<file path="config.mk">
export PLATFORM = sky130hd
export DESIGN_NAME = prewish_multi_blinky
export DESIGN_NICKNAME = d
export VERILOG_FILES = /design/src/rtl/prewish_multi_blinky.sv
export SDC_FILE = /design/constraint.sdc
export NUM_CORES = 1
export LEC_CHECK = 0
export CAP_MARGIN = 20
export CORE_MARGIN = 2
export CORE_UTILIZATION = 35
export DETAILED_ROUTE_END_ITERATION = 10
export PLACE_DENSITY_LB_ADDON = 0.15
export SLEW_MARGIN = 0
export SYNTH_ARGS = -nofsm -noshare
export SYNTH_HDL_FRONTEND = slang
export SYNTH_SLANG_ARGS = --single-unit
export TNS_END_PERCENT = 50
</file>
<file path="constraint.sdc">
create_clock -name CLK_I -period 3.35 [get_ports CLK_I]
set_input_delay 0.5025 -clock CLK_I [delete_from_list [all_inputs] [get_ports CLK_I]]
set_output_delay 0.5025 -clock CLK_I [all_outputs]
set_load 0.02 [all_outputs]
</file>
<file path="src/rtl/prewish_multi_blinky.sv">
// Multi-channel LED pattern blinker behind a Wishbone-subset register port.
// Each channel rotates its own mask onto one LED, advancing on a shared prescaler tick.
module prewish_multi_blinky #(
    parameter  int NUM_CH    = 4,
    parameter  int MASK_BITS = 8,
    parameter  int DIV_BITS  = 22,
    localparam int CH_BITS   = (NUM_CH > 1) ? $clog2(NUM_CH) : 1
) (
    input  logic                 CLK_I,
    input  logic                 RST_I,
    input  logic                 STB_I,
    input  logic                 WE_I,
    input  logic [CH_BITS:0]     ADR_I,
    input  logic [MASK_BITS-1:0] DAT_I,
    output logic [MASK_BITS-1:0] DAT_O,
    output logic                 ACK_O,
    output logic                 o_alive,
    output logic [NUM_CH-1:0]    o_led
);

    localparam int STEP_BITS = $clog2(MASK_BITS + 1);
    localparam logic [STEP_BITS-1:0] STEP_FULL = STEP_BITS'(MASK_BITS);

    typedef enum logic {
        REG_MASK = 1'b0,
        REG_CTRL = 1'b1
    } reg_sel_e;

    logic [DIV_BITS-1:0]  div_q;
    logic                 tick;
    logic [MASK_BITS-1:0] mask_q [NUM_CH];
    logic [STEP_BITS-1:0] step_q [NUM_CH];
    logic [NUM_CH-1:0]    en_q;
    logic [NUM_CH-1:0]    oneshot_q;
    logic [NUM_CH-1:0]    done_q;

    logic                 accept;
    logic [CH_BITS-1:0]   bus_ch;
    reg_sel_e             bus_reg;
    logic [NUM_CH-1:0]    ch_hit;
    logic [NUM_CH-1:0]    wr_hit;
    logic [MASK_BITS-1:0] rd_data;

    assign tick    = &div_q;
    assign o_alive = div_q[DIV_BITS-1];

    // A held strobe is acked every other cycle because a raised ACK_O blocks the next accept.
    assign accept  = STB_I & ~ACK_O;
    assign bus_ch  = ADR_I[CH_BITS-1:0];
    assign bus_reg = reg_sel_e'(ADR_I[CH_BITS]);

    always_comb begin
        // NOTE: every always_comb output gets a default first so no path can infer a latch.
        ch_hit  = '0;
        rd_data = '0;
        for (int c = 0; c < NUM_CH; c++) begin
            if (bus_ch == CH_BITS'(c)) begin
                ch_hit[c] = 1'b1;
                rd_data   = (bus_reg == REG_CTRL)
                          ? MASK_BITS'({done_q[c], oneshot_q[c], en_q[c]})
                          : mask_q[c];
            end
        end
    end

    // Unmatched channel indices leave ch_hit empty: writes drop, reads return 0.
    assign wr_hit = ch_hit & {NUM_CH{accept & WE_I}};

    always_ff @(posedge CLK_I or posedge RST_I) begin
        // NOTE: sequential state uses non-blocking assignments so every register samples pre-edge values.
        if (RST_I) begin
            div_q <= '0;
        end else begin
            div_q <= div_q + DIV_BITS'(1);
        end
    end

    always_ff @(posedge CLK_I or posedge RST_I) begin
        if (RST_I) begin
            ACK_O <= 1'b0;
            DAT_O <= '0;
        end else begin
            ACK_O <= accept;
            DAT_O <= (accept && !WE_I) ? rd_data : '0;
        end
    end

    always_ff @(posedge CLK_I or posedge RST_I) begin
        if (RST_I) begin
            // NOTE: the per-channel arrays are plain registers, not RAM, so they take the async reset too.
            for (int c = 0; c < NUM_CH; c++) begin
                mask_q[c] <= '0;
                step_q[c] <= '0;
            end
            en_q      <= '0;
            oneshot_q <= '0;
            done_q    <= '0;
            o_led     <= '0;
        end else begin
            for (int c = 0; c < NUM_CH; c++) begin
                if (wr_hit[c]) begin
                    // A bus write to this channel wins over a coincident tick.
                    if (bus_reg == REG_CTRL) begin
                        en_q[c]      <= DAT_I[0];
                        oneshot_q[c] <= DAT_I[1];
                        done_q[c]    <= 1'b0;
                    end else begin
                        mask_q[c] <= DAT_I;
                        step_q[c] <= '0;
                        done_q[c] <= 1'b0;
                        o_led[c]  <= 1'b0;
                    end
                end else if (!en_q[c]) begin
                    o_led[c] <= 1'b0;
                end else if (tick && !done_q[c]) begin
                    if (oneshot_q[c] && (step_q[c] == STEP_FULL)) begin
                        o_led[c]  <= 1'b0;
                        done_q[c] <= 1'b1;
                    end else begin
                        o_led[c]  <= mask_q[c][MASK_BITS-1];
                        mask_q[c] <= {mask_q[c][MASK_BITS-2:0], mask_q[c][MASK_BITS-1]};
                        if (step_q[c] != STEP_FULL) begin
                            step_q[c] <= step_q[c] + STEP_BITS'(1);
                        end
                    end
                end
            end
        end
    end

endmodule
</file>
==> flow_summary.yaml <==
timing:
  slew_headroom_pct: 51.2
  timing.final.hold_violations: 0
  fin_crit_sh_pct: 77.6
  setup_tns_ns: 0
  worstMarginPinSlew_ns: 0.726
  fmax_mhz: 385
  finalSetupViolations: 0
  period_minus_slack_ns: 2.60
  fin_worst_skew_ns: 0.00934
  rsz0062_at_grt: "false"
  setup_slack_ns: 0.752
  drv_slew: 0
layout:
  antenna_cells: 0
  final_layout_size_suffix_gt1_share_pct: 16.4
  stdcell_count: 674
  finalNetCount: 513
  mostFrequentLayoutCells: "dfrtp_1 (95), nand2_1 (40), nand3_1 (28), clkdlybuf4s50_1 (28), mux2_2 (26)"
  area_growth_pct: 16.5
  layout_commonest_cell: "dfrtp_1"
  fillers: 1336
placement:
  placed_cells: 658
  dp_slack_ns: 0.562
  place.gp.congestion: 0.817
  io_buffers: 28
  place_hpwl_um: 8910
routing:
  met3_length_um: 367
  drtAntennaViolNets: 0
  highest_layer: "met4"
  met2WireLength_um: 5420
  m1WireLength_um: 6070
  via_count: 3628
  via_per_inst: 5.38
  firstDrtPassIters: 4
  wl_per_cell_um: 17.9
  wl_um: 12100
  drc: 0
  first_iter_violations: 263
logic_synthesis:
  syn_avg_cell_area_sq_um: 10.9
  synthArstFlopShare_pct: 100
  synth_cells: 455
  netlist_area_sq_um: 4960
  synth_nets: 479
  ys_ff_latch: 95
  synth_edf_count: 0
  synth_ff_type: "dfrtp_1"
  ys_types: 61
  synth_top_area_share_pct: 47.9
  synth_top_area_cell: "dfrtp_1"
  synthTopCellsByArea: "dfrtp_1 (48%), mux2_2 (5.9%), mux2i_1 (3.6%)"
  yosys_warnings: 0
  seq_area_frac_synth_pct: 47.9
grt:
  antenna_found_initial: 0
  track_usage_pct: 17.7
  grt_pass1_vias: 3625
  overflow: 0
  grt_max_degree: 51
  grt_pass1_wl_um: 20000
power:
  power_density_nw_per_um2: 487
  max-vdd-ir-drop_uv: 228
  p_leak_nw: 2.42
critical_path:
  r2r_start: "div_q[0]"
  worstRegToRegCells: 6
  worstPathMaxFanout: 8
  start_kind: "register"
  cp_cell_sequence: "ha_1, and4_1, nand4_1, nor2_2, a31oi_2, mux2_2"
  cpMaxStageDelayCell: "nor2_2"
  r2r_setup_slack_ns: 0.75
  endpoint_kind: "register"
  worstSetupPathType: "reg -> reg"
  worstReg2RegEnd: "mask_q[17]"
  worstPathRequired_ns: 3.59
  max_stage_delay_ns: 0.50
  crit_arrival_ns: 2.84
die:
  pin_count: 29
  core_sq_um: 13900
  start_util_pct: 35.8
  dieWidth_um: 123
  dieArea_sq_um: 15200
  num_rows: 43
  die_h_um: 123
clocking:
  clock_sinks: 95
  post_cts_buffers: 0
  cts_root_buffer: "clkbuf_16"
  ctsLongestPathBuffers: 2
  clkTransAtPathRegs_ns: 0.07
  ctsResizeCount: 0
  clk_latency_ns: 0.35
  cts.htree.levels: 3
  postCtsHoldBufs: 0
  cts_tree: "yes"
  numCtsBuffers: 9
min_path:
  hold_class: "reg -> reg"
  hold_start: "div_q[11]"
  min_delay_worst_endpoint: "div_q[11]"
  hold_depth: 1
job:
  cap_violations: 0
run_status:
  status: "completed"
## worst max-delay path, delay by kind of cell (launching register included)
family,cells,cell delay [ns]
flip-flops,1,0.39
multiplexers,1,0.36
AO/OA/AOI/OAI,1,0.34
AND/OR/NAND/NOR,3,1.16
adder cells (fa/ha/maj),1,0.24
## sequential cells by signal, indices dropped and copies added (netlist names)
| name | flops |
|---|---|
| ACK_O | 1 |
| en_q | 4 |
| div_q | 22 |
| o_led | 4 |
| mask_q | 32 |
| DAT_O | 8 |
| done_q | 4 |
| step_q | 16 |
| oneshot_q | 4 |
## per-stage QoR
| stage | total power [mW] | hold slack [ns] | area [sq um] | util [%] |
|---|---|---|---|---|
| 6_report | 2.82 | 0.472 | 5790 | 41.7 |
| 2_1_floorplan | 1.68 | 0.438 | 4960 | - |
| 3_3_place_gp | 1.84 | 0.459 | 5500 | 39.6 |
| 5_1_grt | 2.98 | 0.505 | 5790 | 41.7 |
| 4_1_cts | 2.85 | 0.481 | 5790 | 41.7 |
| 3_5_place_dp | 1.85 | 0.468 | 5500 | 39.6 |
## metal layers
layer / vias up / global-route usage (%)
met3: 14 / 2.86
met5: - / 0
met4: 0 / 7.81
met2: 48 / 25.8
li1: 1748 / -
met1: 1818 / 26.0
## report_power, final
group / switching (mW) / leakage (nW) / internal, mW
registers: 0.136 / 1.22 / 1.28
logic: 0.196 / 1.06 / 0.217
clock network: 0.451 / 0.142 / 0.543
## final cells by class
| cell class | instances | area (sq um) | share of cell area, % |
|---|---|---|---|
| clock buffer | 11 | 253 | 4.37 |
| clock inverter | 5 | 31.3 | 0.541 |
| inverter | 17 | 66.3 | 1.15 |
| multi-input combinational | 328 | 2460 | 42.6 |
| sequential | 95 | 2380 | 41.1 |
| tap | 180 | 225 | 3.89 |
| timing repair buffer | 38 | 368 | 6.36 |
## Yosys cell counts, drive strengths merged (9+ instances only)
cell type / count
clkbuf: 10
o22a: 11
nand4: 14
nand3: 30
mux2i: 18
o21ai: 11
dfrtp: 95
o21a: 13
xnor2: 14
a21oi: 17
nand2: 41
mux2: 27
ha: 9
nor2: 24
inv: 17
## cells by family after synthesis
group           count (synthesis)  share of synthesized area (%)
simple gates                  166                           18.8
flops                          95                           47.9
compound gates                 80                           11.9
mux                            52                           13.0
buf+inv                        32                           2.47
xor+xnor                       21                           3.70
fa+ha+maj                       9                           2.27
## worst max path at each step
stage             start          to  slack (ns)  cells after the start
2_1_floorplan     RST_I       ACK_O        0.37                      1
3_3_place_gp   ADR_I[1]   mask_q[3]        0.59                      6
3_5_place_dp   ADR_I[1]   mask_q[3]        0.56                      6
4_1_cts        div_q[0]  mask_q[21]        0.76                      6
5_1_grt        div_q[0]  mask_q[19]        0.58                      6
6_report       div_q[0]  mask_q[17]        0.75                      6
No activity file was read; power rests on OpenSTA's default activity.
